<file path="src/rtl/div_sequencer_if.sv">
// ============================================================================
// div_sequencer_if : request/result and comparator bundle for div_sequencer
// Optional div_err member present when DIV_BY_ZERO_EN is defined.
// Revision: 1.0
// ============================================================================
`default_nettype none

interface div_sequencer_if #(
  parameter int WIDTH = 16
);
  logic             start;
  logic [WIDTH-1:0] A;
  logic [WIDTH-1:0] B;
  logic [WIDTH-1:0] op_a;
  logic [WIDTH-1:0] op_b;
  logic [WIDTH-1:0] cmp_divisible;
  logic [WIDTH-1:0] cmp_divider;
  logic             cmp_ready;
  logic             busy;
  logic             done;
  logic [WIDTH-1:0] quotient;
  logic [WIDTH-1:0] remainder;
`ifdef DIV_BY_ZERO_EN
  logic             div_err;

  modport master (
    output start, A, B, cmp_divisible, cmp_divider, cmp_ready,
    input  op_a, op_b, busy, done, quotient, remainder, div_err
  );

  modport slave (
    input  start, A, B, cmp_divisible, cmp_divider, cmp_ready,
    output op_a, op_b, busy, done, quotient, remainder, div_err
  );
`else
  modport master (
    output start, A, B, cmp_divisible, cmp_divider, cmp_ready,
    input  op_a, op_b, busy, done, quotient, remainder
  );

  modport slave (
    input  start, A, B, cmp_divisible, cmp_divider, cmp_ready,
    output op_a, op_b, busy, done, quotient, remainder
  );
`endif
endinterface

`default_nettype wire

</file>
<file path="src/rtl/div_sequencer.sv">
// ============================================================================
// div_sequencer : multi-cycle unsigned restoring divider controller driving an
// external operand-ordering comparator. Macro DIV_BY_ZERO_EN adds div_err.
// Revision: 1.0
// ============================================================================
`default_nettype none

module div_sequencer #(
  parameter int WIDTH = 16
) (
  input  wire logic      clk,
  input  wire logic      res,
  div_sequencer_if.slave bus
);

  localparam int             CW         = $clog2(WIDTH + 1);
  localparam logic [CW-1:0]  C_CNT_INIT = CW'(WIDTH);
  localparam logic [CW-1:0]  C_CNT_ONE  = CW'(1);

  typedef enum logic [2:0] {
    S_IDLE = 3'd0,
    S_LOAD = 3'd1,
    S_CMP  = 3'd2,
    S_DIV  = 3'd3,
    S_DONE = 3'd4
  } state_t;

  state_t           r_state;
  logic [WIDTH-1:0] r_op_a;
  logic [WIDTH-1:0] r_op_b;
  logic [WIDTH-1:0] r_quotient;
  logic [WIDTH-1:0] r_remainder;
  // A kept partial remainder is always below the divisor, so WIDTH bits hold it.
  logic [WIDTH-1:0] r_rem;
  logic [WIDTH-1:0] r_quo;
  logic [WIDTH-1:0] r_den;
  logic [CW-1:0]    r_cnt;
  logic             r_busy;
  logic             r_done;
`ifdef DIV_BY_ZERO_EN
  logic             r_div_err;
`endif

  logic [WIDTH:0]   w_shift;
  logic [WIDTH:0]   w_trial;
  logic             w_fits;
  logic [WIDTH-1:0] w_rem_next;
  logic [WIDTH-1:0] w_quo_next;
  logic             w_zero_div;
  logic             w_last;

  assign w_shift    = {r_rem, r_quo[WIDTH-1]};
  assign w_trial    = w_shift - {1'b0, r_den};
  assign w_fits     = ~w_trial[WIDTH];
  assign w_rem_next = w_fits ? w_trial[WIDTH-1:0] : w_shift[WIDTH-1:0];
  assign w_quo_next = {r_quo[WIDTH-2:0], w_fits};
  assign w_last     = (r_cnt == C_CNT_ONE);

  assign w_zero_div = (bus.cmp_ready && (bus.cmp_divider == '0)) ||
                      (!bus.cmp_ready && (r_op_a == '0));

  always_ff @(posedge clk or posedge res) begin
    if (res) begin
      r_state     <= S_IDLE;
      r_op_a      <= '0;
      r_op_b      <= '0;
      r_quotient  <= '0;
      r_remainder <= '0;
      r_rem       <= '0;
      r_quo       <= '0;
      r_den       <= '0;
      r_cnt       <= '0;
      r_busy      <= 1'b0;
      r_done      <= 1'b0;
`ifdef DIV_BY_ZERO_EN
      r_div_err   <= 1'b0;
`endif
    end else begin
      case (r_state)
        S_IDLE: begin
          if (bus.start) begin
            r_op_a      <= bus.A;
            r_op_b      <= bus.B;
            r_quotient  <= '0;
            r_remainder <= '0;
            r_busy      <= 1'b1;
`ifdef DIV_BY_ZERO_EN
            r_div_err   <= 1'b0;
`endif
            r_state     <= S_LOAD;
          end
        end

        S_LOAD: begin
          r_state <= S_CMP;
        end

        S_CMP: begin
          if (w_zero_div) begin
`ifdef DIV_BY_ZERO_EN
            r_quotient  <= '0;
            r_remainder <= '0;
            r_div_err   <= 1'b1;
`else
            r_quotient  <= '1;
            r_remainder <= bus.cmp_ready ? bus.cmp_divisible : '0;
`endif
            r_done      <= 1'b1;
            r_state     <= S_DONE;
          end else if (!bus.cmp_ready) begin
            r_quotient  <= WIDTH'(1);
            r_remainder <= '0;
            r_done      <= 1'b1;
            r_state     <= S_DONE;
          end else begin
            r_rem   <= '0;
            r_quo   <= bus.cmp_divisible;
            r_den   <= bus.cmp_divider;
            r_cnt   <= C_CNT_INIT;
            r_state <= S_DIV;
          end
        end

        S_DIV: begin
          r_rem <= w_rem_next;
          r_quo <= w_quo_next;
          r_cnt <= r_cnt - C_CNT_ONE;
          if (w_last) begin
            r_quotient  <= w_quo_next;
            r_remainder <= w_rem_next;
            r_done      <= 1'b1;
            r_state     <= S_DONE;
          end
        end

        S_DONE: begin
          r_done  <= 1'b0;
          r_busy  <= 1'b0;
          r_state <= S_IDLE;
        end

        default: begin
          r_done  <= 1'b0;
          r_busy  <= 1'b0;
          r_state <= S_IDLE;
        end
      endcase
    end
  end

  assign bus.op_a      = r_op_a;
  assign bus.op_b      = r_op_b;
  assign bus.busy      = r_busy;
  assign bus.done      = r_done;
  assign bus.quotient  = r_quotient;
  assign bus.remainder = r_remainder;
`ifdef DIV_BY_ZERO_EN
  assign bus.div_err   = r_div_err;
`endif

endmodule

`default_nettype wire
</file>
<file path="src/flat_wrapper.sv">
// flat-port wrapper written by rule: the top's interface ports become plain ports
module div_sequencer_flat 
#(
  parameter int WIDTH = 16
)
  (clk, res, bus_start, bus_A, bus_B, bus_cmp_divisible, bus_cmp_divider, bus_cmp_ready, bus_op_a, bus_op_b, bus_busy, bus_done, bus_quotient, bus_remainder);
  div_sequencer_if #(.WIDTH(WIDTH)) bus_i ();
  input  wire logic clk;
  input  wire logic res;
  input wire logic [$bits(bus_i.start)-1:0] bus_start;
  input wire logic [$bits(bus_i.A)-1:0] bus_A;
  input wire logic [$bits(bus_i.B)-1:0] bus_B;
  input wire logic [$bits(bus_i.cmp_divisible)-1:0] bus_cmp_divisible;
  input wire logic [$bits(bus_i.cmp_divider)-1:0] bus_cmp_divider;
  input wire logic [$bits(bus_i.cmp_ready)-1:0] bus_cmp_ready;
  output wire logic [$bits(bus_i.op_a)-1:0] bus_op_a;
  output wire logic [$bits(bus_i.op_b)-1:0] bus_op_b;
  output wire logic [$bits(bus_i.busy)-1:0] bus_busy;
  output wire logic [$bits(bus_i.done)-1:0] bus_done;
  output wire logic [$bits(bus_i.quotient)-1:0] bus_quotient;
  output wire logic [$bits(bus_i.remainder)-1:0] bus_remainder;
  assign bus_i.start = bus_start;
  assign bus_i.A = bus_A;
  assign bus_i.B = bus_B;
  assign bus_i.cmp_divisible = bus_cmp_divisible;
  assign bus_i.cmp_divider = bus_cmp_divider;
  assign bus_i.cmp_ready = bus_cmp_ready;
  assign bus_op_a = bus_i.op_a;
  assign bus_op_b = bus_i.op_b;
  assign bus_busy = bus_i.busy;
  assign bus_done = bus_i.done;
  assign bus_quotient = bus_i.quotient;
  assign bus_remainder = bus_i.remainder;
  div_sequencer #(.WIDTH(WIDTH)) u_core (.clk(clk), .res(res), .bus(bus_i));
endmodule
</file>
<file path="config.mk">
export PLATFORM = sky130hd
export DESIGN_NAME = div_sequencer_flat
export DESIGN_NICKNAME = d
export VERILOG_FILES = /design/src/rtl/div_sequencer_if.sv /design/src/rtl/div_sequencer.sv /design/src/flat_wrapper.sv
export SDC_FILE = /design/constraint.sdc
export NUM_CORES = 1
export LEC_CHECK = 0
export ABC_AREA = 1
export BUFFER_PORTS_ARGS = -buffer_cell sky130_fd_sc_hd__buf_4
export CELL_PAD_IN_SITES_DETAIL_PLACEMENT = 1
export CELL_PAD_IN_SITES_GLOBAL_PLACEMENT = 1
export CORE_MARGIN = 2
export CORE_UTILIZATION = 30
export CTS_CLUSTER_DIAMETER = 40
export DETAILED_ROUTE_END_ITERATION = 10
export GPL_ROUTABILITY_DRIVEN = 0
export GPL_TIMING_DRIVEN = 0
export PLACE_DENSITY_LB_ADDON = 0.2
export SLEW_MARGIN = 20
export SYNTH_ARGS = -nofsm -noshare
export SYNTH_HDL_FRONTEND = slang
export SYNTH_SLANG_ARGS = --single-unit
</file>
<file path="constraint.sdc">
create_clock -name clk -period 4.15 [get_ports clk]
set_input_delay 0.6225 -clock clk [delete_from_list [all_inputs] [get_ports clk]]
set_output_delay 0.6225 -clock clk [all_outputs]
set_load 0.02 [all_outputs]
</file>
==> results.md, run 1 <==
- Outcome: completed
- Reg clk slew, reported paths: 60 ps
- Hold buffer count at CTS: 0
- # IOs: 134
- IO Port Bufs: 133
- Worst EP required: 4460 ps
- Seq/Total Area, Yosys: 46.9%
- Clock Latency Late Sink: 430 ps
- Clock Sinks: 122
- Grt ovf: 0
- Period Utilization, post-route: 60.7%
- Inst Count DP: 1,222
- Critical path peak fanout: 10
- Endpoint class of the critical path: flop
- Initial Util: 30.8%
- Post-Route WL: 20.0 mm
- Syn_nets: 900
- Htree depth: 4
- Post-Syn Area: 6510 um^2
- Util after Layout: 40.3%
- Core outline area: 21,200 um^2
- DR iter-0 viols: 194
- ANT nets after route: 0
- Crit path max-delay family: simple AND/OR/NAND/NOR gates
- Met2 usage: 30.6%
- Layout cells sized above 1: 24.3%
- Die Y: 151 um
- Critical path arrival: 2830 ps
- #FFs+latches synth: 122
- Die W: 151 um
- Cell Chain, Critical Path: inv_1 > ha_1 > inv_1 > fa_1 > nand2_1 > nand2_1 > nand3_2 > nand2_2 > nand2_4 > nand3_4 > nand3_2 > nand2_1 > nand2_1 > nand2_1 > nand2_1 > nand2_1
- Max Cap Viol: 0
- Critical path class: reg -> reg
- Slowest CP cell: fa_1
- Total CTS buffers: 17
- CP Launch Type: flop
- Slew HR: 59.9%
- Syn-to-layout area delta: 30.9%
- DRT Pass-1 Iters: 4
- Power, Total: 7.71 mW
- Max-slew violations: 0
- Vias: 5,783
- Syn_area_per_cell: 8.01 um^2
- DRC: 0
- Pre-CTS WS: 1440 ps
- Min-delay worst type: in -> async
- Antenna cells: 0
- Wire per inst: 15.9 um
- Ys Warns: 0
- Clock root buffer: clkbuf_16
- Die ar.: 22,900 um^2
- Max incr delay on CP: 410 ps
- Antenna violations before repair: 0
- All-Layer GR Usage: 18.4%
- Via density: 4.61
- Worst Max-Slew Pin Slew: 601 ps
- Design area: 8520 um^2
- Post-CTS resize count: 0
- Dpl hpwl: 15.2 mm
- CTS tree: built
- Global-route wire length before repair: 32.1 mm
- Static leakage: 4.63 nW
- Tmin final: 2520 ps
- Worst clock skew: 7.91 ps
- Pwr Density: 904 nW/um^2
- Post-CTS Setup Bufs: 0
- Worst setup margin: 1630 ps
- VDD IR max: 0.357 mV
- Maximum root-to-sink buffer count: 2
- Dpl cell area: 7890 um^2
- Routing usage on met3: 5.39%
- Fmax: 0.397 GHz
- Setup violators final: 0
- Non-Filler Instances: 1,254
- Fin nets: 1,053
- Post-synthesis cell type count: 38
- Final hold vios: 0
- Largest net degree at the start of global routing: 65
- Most frequent CP cell: nand2_1
- Buffer and inverter count on the worst path: 2
- RSZ-0062 raised after global routing: no
- Row Count: 53
- Gate Count Post-Synth: 813
- GRT met1 Usage: 23.3%
- GRT Max-Usage Layer: met2
- Number of global-route vias before repair: 6,129
-- layout by cell type (no fill, tap or decap), drive strengths merged, types with 4 or more instances in the layout --
| cell | netlist | routed |
|---|---|---|
| nand2 | 268 | 268 |
| buf | 17 | 151 |
| dfrtp | 122 | 122 |
| inv | 120 | 122 |
| nand3 | 68 | 68 |
| o21ai | 61 | 61 |
| nor2 | 39 | 39 |
| mux2 | 32 | 32 |
| a21oi | 27 | 27 |
| clkbuf | 9 | 27 |
| ha | 18 | 18 |
| clkinv | 0 | 7 |
| nand4 | 5 | 5 |
| nand3b | 5 | 5 |
| nor4 | 4 | 4 |
| bufinv | 0 | 4 |
| nor3 | 4 | 4 |
-- cell type report --
| cell class | instances | area (um^2) |
|---|---|---|
| fill | 2580 | 12600 |
| sequential | 122 | 3050 |
| multi-input combinational | 545 | 2850 |
| timing repair buffer | 134 | 1030 |
| inverter | 120 | 458 |
| clock buffer | 18 | 439 |
| tap | 275 | 344 |
| clock inverter | 14 | 195 |
| buffer | 26 | 158 |
-- stage by stage --
step / hold WS [ps] / setup TNS (ps)
detailed placement: 470 / 0
global placement: 468 / -185120
floorplan: 455 / 0
global route: 236 / 0
finish: 206 / 0
CTS: 235 / 0
-- final timing paths --
check / start / to / slack, ps / cells after the start
setup / recovery: u_core.r_quo[15]$_DFFE_PP0P_ / u_core.bus.remainder[13]$_DFFE_PP0P_ / 1630 / 16
hold / removal: res / u_core.bus.op_b[10]$_DFFE_PP0P_ / 210 / 2
setup reg to reg: u_core.r_quo[15]$_DFFE_PP0P_ / u_core.bus.remainder[13]$_DFFE_PP0P_ / 1630 / 16
hold reg to reg: u_core.bus.remainder[4]$_DFFE_PP0P_ / u_core.bus.remainder[4]$_DFFE_PP0P_ / 480 / 2
max in group asynchronous: res / u_core.bus.remainder[2]$_DFFE_PP0P_ / 3270 / 3
min in group clk: bus_cmp_divider[12] / u_core.r_den[12]$_DFFE_PP0P_ / 420 / 3
-- where the power goes --
part / total (mW) / switching (mW) / internal [mW]
combinational: 4.08 / 2.57 / 1.51
clock: 1.62 / 0.599 / 1.02
sequential: 2.01 / 0.291 / 1.72
total: 7.71 / 3.46 / 4.25
-- layer usage --
layer	share of wire (%)	routed length, um
met1	45	8930
met2	48	9580
met3	6.0	1200
met4	1.2	246
met5	0	0
-- kinds of logic after synthesis --
logic type / count (synthesis) / synth area share [%]
mux: 32 / 5.53
flops: 122 / 46.9
fa+ha+maj: 19 / 3.77
compound gates: 91 / 7.44
xor+xnor: 4 / 0.538
simple gates: 399 / 26.5
buf+inv: 146 / 9.34
-- state kept, by name, summed over array words and instances, names as in the netlist --
signal                flops
u_core.bus.op_a          16
u_core.bus.op_b          16
u_core.bus.quotient      16
u_core.bus.remainder     16
u_core.r_den             16
u_core.r_quo             16
u_core.r_rem             16
u_core.r_cnt              5
u_core.r_state            3
u_core.bus.busy           1
u_core.bus.done           1
-- Yosys cell counts, drive strengths merged --
library cell / number / area (um^2)
inv: 120 / 450
nor2: 39 / 151
nor4: 4 / 25.0
nand2: 268 / 1050
nand3b: 5 / 37.5
nand4: 5 / 31.3
and2: 3 / 18.8
xor2: 2 / 17.5
o21ai: 61 / 309
o211ai: 1 / 7.51
mux2: 32 / 360
dfrtp: 122 / 3050
or2: 3 / 18.8
nand3: 68 / 368
nor3: 4 / 30.0
o21bai: 1 / 7.51
a21oi: 27 / 154
buf: 17 / 124
fa: 1 / 20.0
xnor2: 2 / 17.5
ha: 18 / 225
o22ai: 1 / 6.26
clkbuf: 9 / 33.8
Note: power is estimated with default switching activity, not from simulation.
==> run 2: changes to the inputs <==
ABC_AREA = 0   (was 1)
clock period = 2.5 ns   (was 4.15 ns; I/O delays follow)
==> results.md, run 2 <==
- Largest net degree at the start of global routing: 33
- Tmin final: 2730 ps
- Critical path arrival: 3070 ps
- Pre-CTS WS: -479 ps
- Post-Syn Area: 5740 um^2
- Antenna violations before repair: 0
- VDD IR max: 0.556 mV
- Synth cell count leaders: 122 x dfrtp_1, 98 x nand2_1, 32 x mux2_2
- Htree depth: 4
- Hold buffer count at CTS: 0
- Post-Route WL: 17.2 mm
- Non-Filler Instances: 977
- Global-route wire length before repair: 27.4 mm
- Die ar.: 20,300 um^2
- Worst clock skew: 6.30 ps
- RSZ-0062 raised after global routing: yes
- Count leader, synth: dfrtp_1
- Reg clk slew, reported paths: 50 ps
- Maximum root-to-sink buffer count: 2
- Gate Count Post-Synth: 568
- Vias: 4,791
- Fin nets: 818
- Layout cells sized above 1: 33.0%
- Antenna cells: 0
- Min-delay worst type: in -> async
- Die Y: 142 um
- Final hold vios: 0
- CP Launch Type: flop
- Post-synthesis cell type count: 46
- Critical path peak fanout: 5
- Async SR Flop Fraction: 100%
- Syn-to-layout area delta: 38.7%
- Slowest CP cell: dfrtp_1
- Worst EP required: 2840 ps
- Inst Count DP: 939
- Endpoint class of the critical path: flop
- Seq/Total Area, Yosys: 53.2%
- Core outline area: 18,800 um^2
- Number of global-route vias before repair: 5,209
- Pwr Density: 1630 nW/um^2
- ANT nets after route: 0
- Worst R2R Setup Slack: -230 ps
- CTS tree: built
- Post-synth top area cell: dfrtp_1
- Ys Warns: 0
- Syn_area_per_cell: 10.1 um^2
- Setup violators final: 34
- Cell Chain, Critical Path: inv_2 > ha_4 > inv_2 > fa_2 > a211oi_4 > o211ai_2 > nand4_1 > o41ai_2 > xor2_1 > buf_4 > buf_6 > buf_6 > o31a_2 > o21ai_1
- Die W: 142 um
- Power, Total: 12.9 mW
- Synth Flop Type: dfrtp_1
- Buffer and inverter count on the worst path: 5
- Max Cap Viol: 0
- DRC: 0
- Largest cells by area after synthesis: dfrtp_1 53%, nand2_1 6.4%, mux2_2 6.3%
- Static leakage: 3.63 nW
- Commonest non-fill, non-tap cells in the layout: 139 x buf_4, 122 x dfrtp_1, 97 x nand2_1
- Max incr delay on CP: 420 ps
- Initial Util: 30.6%
- Fmax: 0.366 GHz
- Row Count: 50
- DRT Pass-1 Iters: 4
- Wire per inst: 17.6 um
- Clock Sinks: 122
- Post-synth EDFFs: 0
- Worst setup margin: -230 ps
- IO Port Bufs: 133
- Commonest non-fill, non-tap cell in the layout: buf_4
- Clock Latency Late Sink: 420 ps
- Via density: 4.90
- Critical path class: reg -> reg
- #FFs+latches synth: 122
- Fill cell count: 2,127
- All-Layer GR Usage: 17.7%
- DR iter-0 viols: 218
- Total CTS buffers: 17
- Crit path max-delay family: compound AO/OA/AOI/OAI gates
- # IOs: 134
- Synth top area share: 53.2%
- Outcome: finished, violations left
- Clock root buffer: clkbuf_16
- Max-slew violations: 0
- Slew HR: 54.2%
- Syn_nets: 655
- Period Utilization, post-route: 109%
- Worst Max-Slew Pin Slew: 685 ps
- Dpl hpwl: 13.5 mm
- Failing checks: negative setup slack
- Grt ovf: 0
[run 2: kinds of logic (layout without fill, tap and decap cells)]
family / count (synthesis) / after routing / share of synthesized area (%)
simple gates: 180 / 180 / 13.6
flops: 122 / 122 / 53.2
xor+xnor: 17 / 17 / 2.59
buf+inv: 52 / 227 / 3.66
mux: 47 / 47 / 8.98
compound gates: 131 / 131 / 13.7
fa+ha+maj: 19 / 19 / 4.27
[run 2: final cells by class]
class | instances | area [um^2] | area share (%)
Clock inverter | 9 | 97.6 | 1.23
Buffer | 24 | 106 | 1.34
Clock buffer | 22 | 464 | 5.83
Tap cell | 234 | 293 | 3.68
Sequential cell | 122 | 3050 | 38.3
Timing Repair Buffer | 145 | 1160 | 14.6
Inverter | 27 | 105 | 1.32
Multi-Input combinational cell | 394 | 2680 | 33.7
[run 2: metal layers]
layer,wire length [um],part of all wire (%),global-route usage [%]
met2,8510,49,30.6
met1,7450,43,21.7
met4,447,2.6,7.56
met5,0,0,0
met3,792,4.6,3.30
[run 2: timing repair]
action                     CTS  global route
setup endpoints to repair   41            55
pin swaps                    3             1
setup buffers                6             1
resized for setup           33            13
gates cloned                 1             0
[run 2: final timing paths]
path,depth (start not counted),startpoint,endpoint
setup / recovery,14,u_core.r_quo[15]$_DFFE_PP0P_,u_core.bus.remainder[13]$_DFFE_PP0P_
max in group asynchronous,4,res,u_core.r_rem[12]$_DFFE_PP0P_
setup reg to reg,14,u_core.r_quo[15]$_DFFE_PP0P_,u_core.bus.remainder[13]$_DFFE_PP0P_
min in group clk,3,bus_cmp_divider[0],u_core.r_den[0]$_DFFE_PP0P_
hold reg to reg,2,u_core.r_quo[11]$_DFFE_PP0P_,u_core.r_quo[11]$_DFFE_PP0P_
hold / removal,2,res,u_core.r_state[0]$_DFFE_PP0P_
[run 2: power by group]
group,switching (mW),internal [mW]
Combinational,3.92,3.17
Sequential,0.616,2.87
Clock,0.865,1.50
Total,5.40,7.54
[run 2: worst reg2reg max path: cells and delay by family (launching register included)]
kind	cells	cell delay [ps]
compound gates	5	860
buf+inv	5	580
fa+ha+maj	2	490
flops	1	420
xor+xnor	1	160
simple gates	1	140
[run 2: metrics by stage]
step	utilization, %	hold slack (ps)	cell area [um^2]	TNS (ps)
finish	42.4	67.8	7960	-5280
global route	42.4	103	7960	-9520
CTS	42.0	75.4	7890	-7290
detailed placement	38.0	474	7130	-19040
global placement	37.5	465	7040	-34730
floorplan	-	449	5750	0
==> run 3: changes to the inputs <==
PLACE_DENSITY_LB_ADDON = 0.1   (was 0.2)
clock period = 3.02 ns   (was 2.5 ns; I/O delays follow)
==> results.md, run 3 (synthesized netlist as in run 2, its figures left out) <==
- Max Cap Viol: 0
- Core outline area: 18,800 um^2
- Worst EP required: 3360 ps
- Commonest non-fill, non-tap cell in the layout: buf_4
- DR iter-0 viols: 204
- Worst R2R Setup Slack: 150 ps
- Antenna cells: 0
- Clock root buffer: clkbuf_16
- Critical path class: reg -> reg
- All-Layer GR Usage: 17.5%
- Dpl cell area: 7120 um^2
- Fin nets: 817
- Row Count: 50
- Clock Latency Late Sink: 420 ps
- DRT Pass-1 Iters: 4
- Die ar.: 20,300 um^2
- Endpoint class of the critical path: flop
- Layout cells sized above 1: 31.2%
- Number of global-route vias before repair: 5,068
- Min-delay worst type: in -> async
- Inst Count DP: 939
- Die Y: 142 um
- Htree depth: 4
- Design area: 7860 um^2
- Non-Filler Instances: 977
- Final hold vios: 0
- Initial Util: 30.6%
- Worst Max-Slew Pin Slew: 603 ps
- Slew HR: 59.7%
- Static leakage: 3.60 nW
- Critical path arrival: 3200 ps
- Setup crit start: u_core.r_rem[8]$_DFFE_PP0P_
- # IOs: 134
- IO Port Bufs: 133
- Outcome: completed
- Clock Sinks: 122
- Setup TNS: 0 ps
- Worst clock skew: 7.16 ps
- Syn-to-layout area delta: 36.9%
- Power, Total: 10.4 mW
- Max-slew violations: 0
- Via density: 4.94
- ANT nets after route: 0
- Worst setup endpoint: u_core.r_rem[0]$_DFFE_PP0P_
- Fill cell count: 2,111
- Critical path peak fanout: 6
- Die W: 142 um
- DRC: 0
- Dpl hpwl: 13.5 mm
- Register area: 3050 um^2
- Maximum root-to-sink buffer count: 2
- CP Launch Type: flop
- Reg2reg path depth: 10
- Total CTS buffers: 17
- Commonest non-fill, non-tap cells in the layout: 138 x buf_4, 122 x dfrtp_1, 98 x nand2_1
- Pwr Density: 1330 nW/um^2
- Fmax: 0.349 GHz
- Multi-input combinational cell area: 2580 um^2
- Grt ovf: 0
- Antenna violations before repair: 0
- Vias: 4,829
- Tmin final: 2870 ps
- Reg clk slew, reported paths: 60 ps
- R2R Path End: u_core.r_rem[0]$_DFFE_PP0P_
- Largest net degree at the start of global routing: 35
- Setup violators final: 0
- Post-Route WL: 17.4 mm
- Period Utilization, post-route: 94.9%
- CTS tree: built
- Worst r2r src: u_core.r_rem[8]$_DFFE_PP0P_
- Global-route wire length before repair: 27.2 mm
- Wire per inst: 17.8 um
- VDD IR max: 0.431 mV
==> run 3: worst max-delay path, stage by stage, from the launching register on <==
cell and delay (ps):
dfrtp_1 430, ha_1 380, a21oi_1 310, o21ai_0 130, a221oi_1 360, o41ai_2 150, xor2_1 290, buf_4 170
buf_6 140, mux2_4 310, o21ai_1 120
==> run 3: metal layers <==
| layer | wire, um | up-vias | track usage (%) | share of wire [%] |
|---|---|---|---|---|
| li1 | - | 2302 | - | - |
| met1 | 7810 | 2398 | 21.9 | 45 |
| met2 | 8690 | 112 | 30.6 | 50 |
| met3 | 671 | 17 | 3.36 | 3.9 |
| met4 | 228 | 0 | 5.73 | 1.3 |
| met5 | 0 | - | 0 | 0 |
==> run 3: stage by stage <==
stage | util [%] | hold slack [ps] | setup slack [ps]
final | 41.9 | 41.7 | 153
after global routing | 41.9 | 65.4 | -17.8
after CTS | 41.1 | 47.8 | 14.3
after detailed placement | 37.9 | 470 | -94.1
after global placement | 37.5 | 463 | -36.9
after floorplan | - | 449 | 488
==> run 3: repair_timing <==
action	CTS	global route
hold buffers	0	0
pin swaps	0	5
endpoints found under the setup margin	17	30
setup buffers	0	5
resized for setup	2	19
cloned	0	1
==> run 3: report_power, final <==
| part | switching [mW] | leakage, nW | total, mW | internal (mW) |
|---|---|---|---|---|
| combinational | 3.12 | 1.79 | 5.53 | 2.41 |
| clock | 0.785 | 0.280 | 2.03 | 1.24 |
| sequential | 0.494 | 1.53 | 2.87 | 2.37 |
| total | 4.39 | 3.60 | 10.4 | 6.03 |
==> run 3: worst min path at each step <==
stage | from | endpoint | slack (ps) | cells past startpoint
finish | res | u_core.bus.op_a[12]$_DFFE_PP0P_ | 40 | 2
global route | res | u_core.bus.op_a[12]$_DFFE_PP0P_ | 70 | 2
CTS | res | u_core.bus.op_b[0]$_DFFE_PP0P_ | 50 | 2
detailed placement | u_core.r_quo[13]$_DFFE_PP0P_ | u_core.r_quo[13]$_DFFE_PP0P_ | 470 | 2
floorplan | u_core.r_quo[10]$_DFFE_PP0P_ | u_core.r_quo[10]$_DFFE_PP0P_ | 450 | 2
global placement | u_core.r_quo[9]$_DFFE_PP0P_ | u_core.r_quo[9]$_DFFE_PP0P_ | 460 | 2
==> run 3: final cells by class <==
class,count,area share [%]
Buffer,25,1.39
Multi-Input combinational cell,394,32.8
Inverter,27,1.34
Tap cell,234,3.73
Clock buffer,19,5.64
Clock inverter,13,1.85
Sequential cell,122,38.9
Timing Repair Buffer,143,14.4
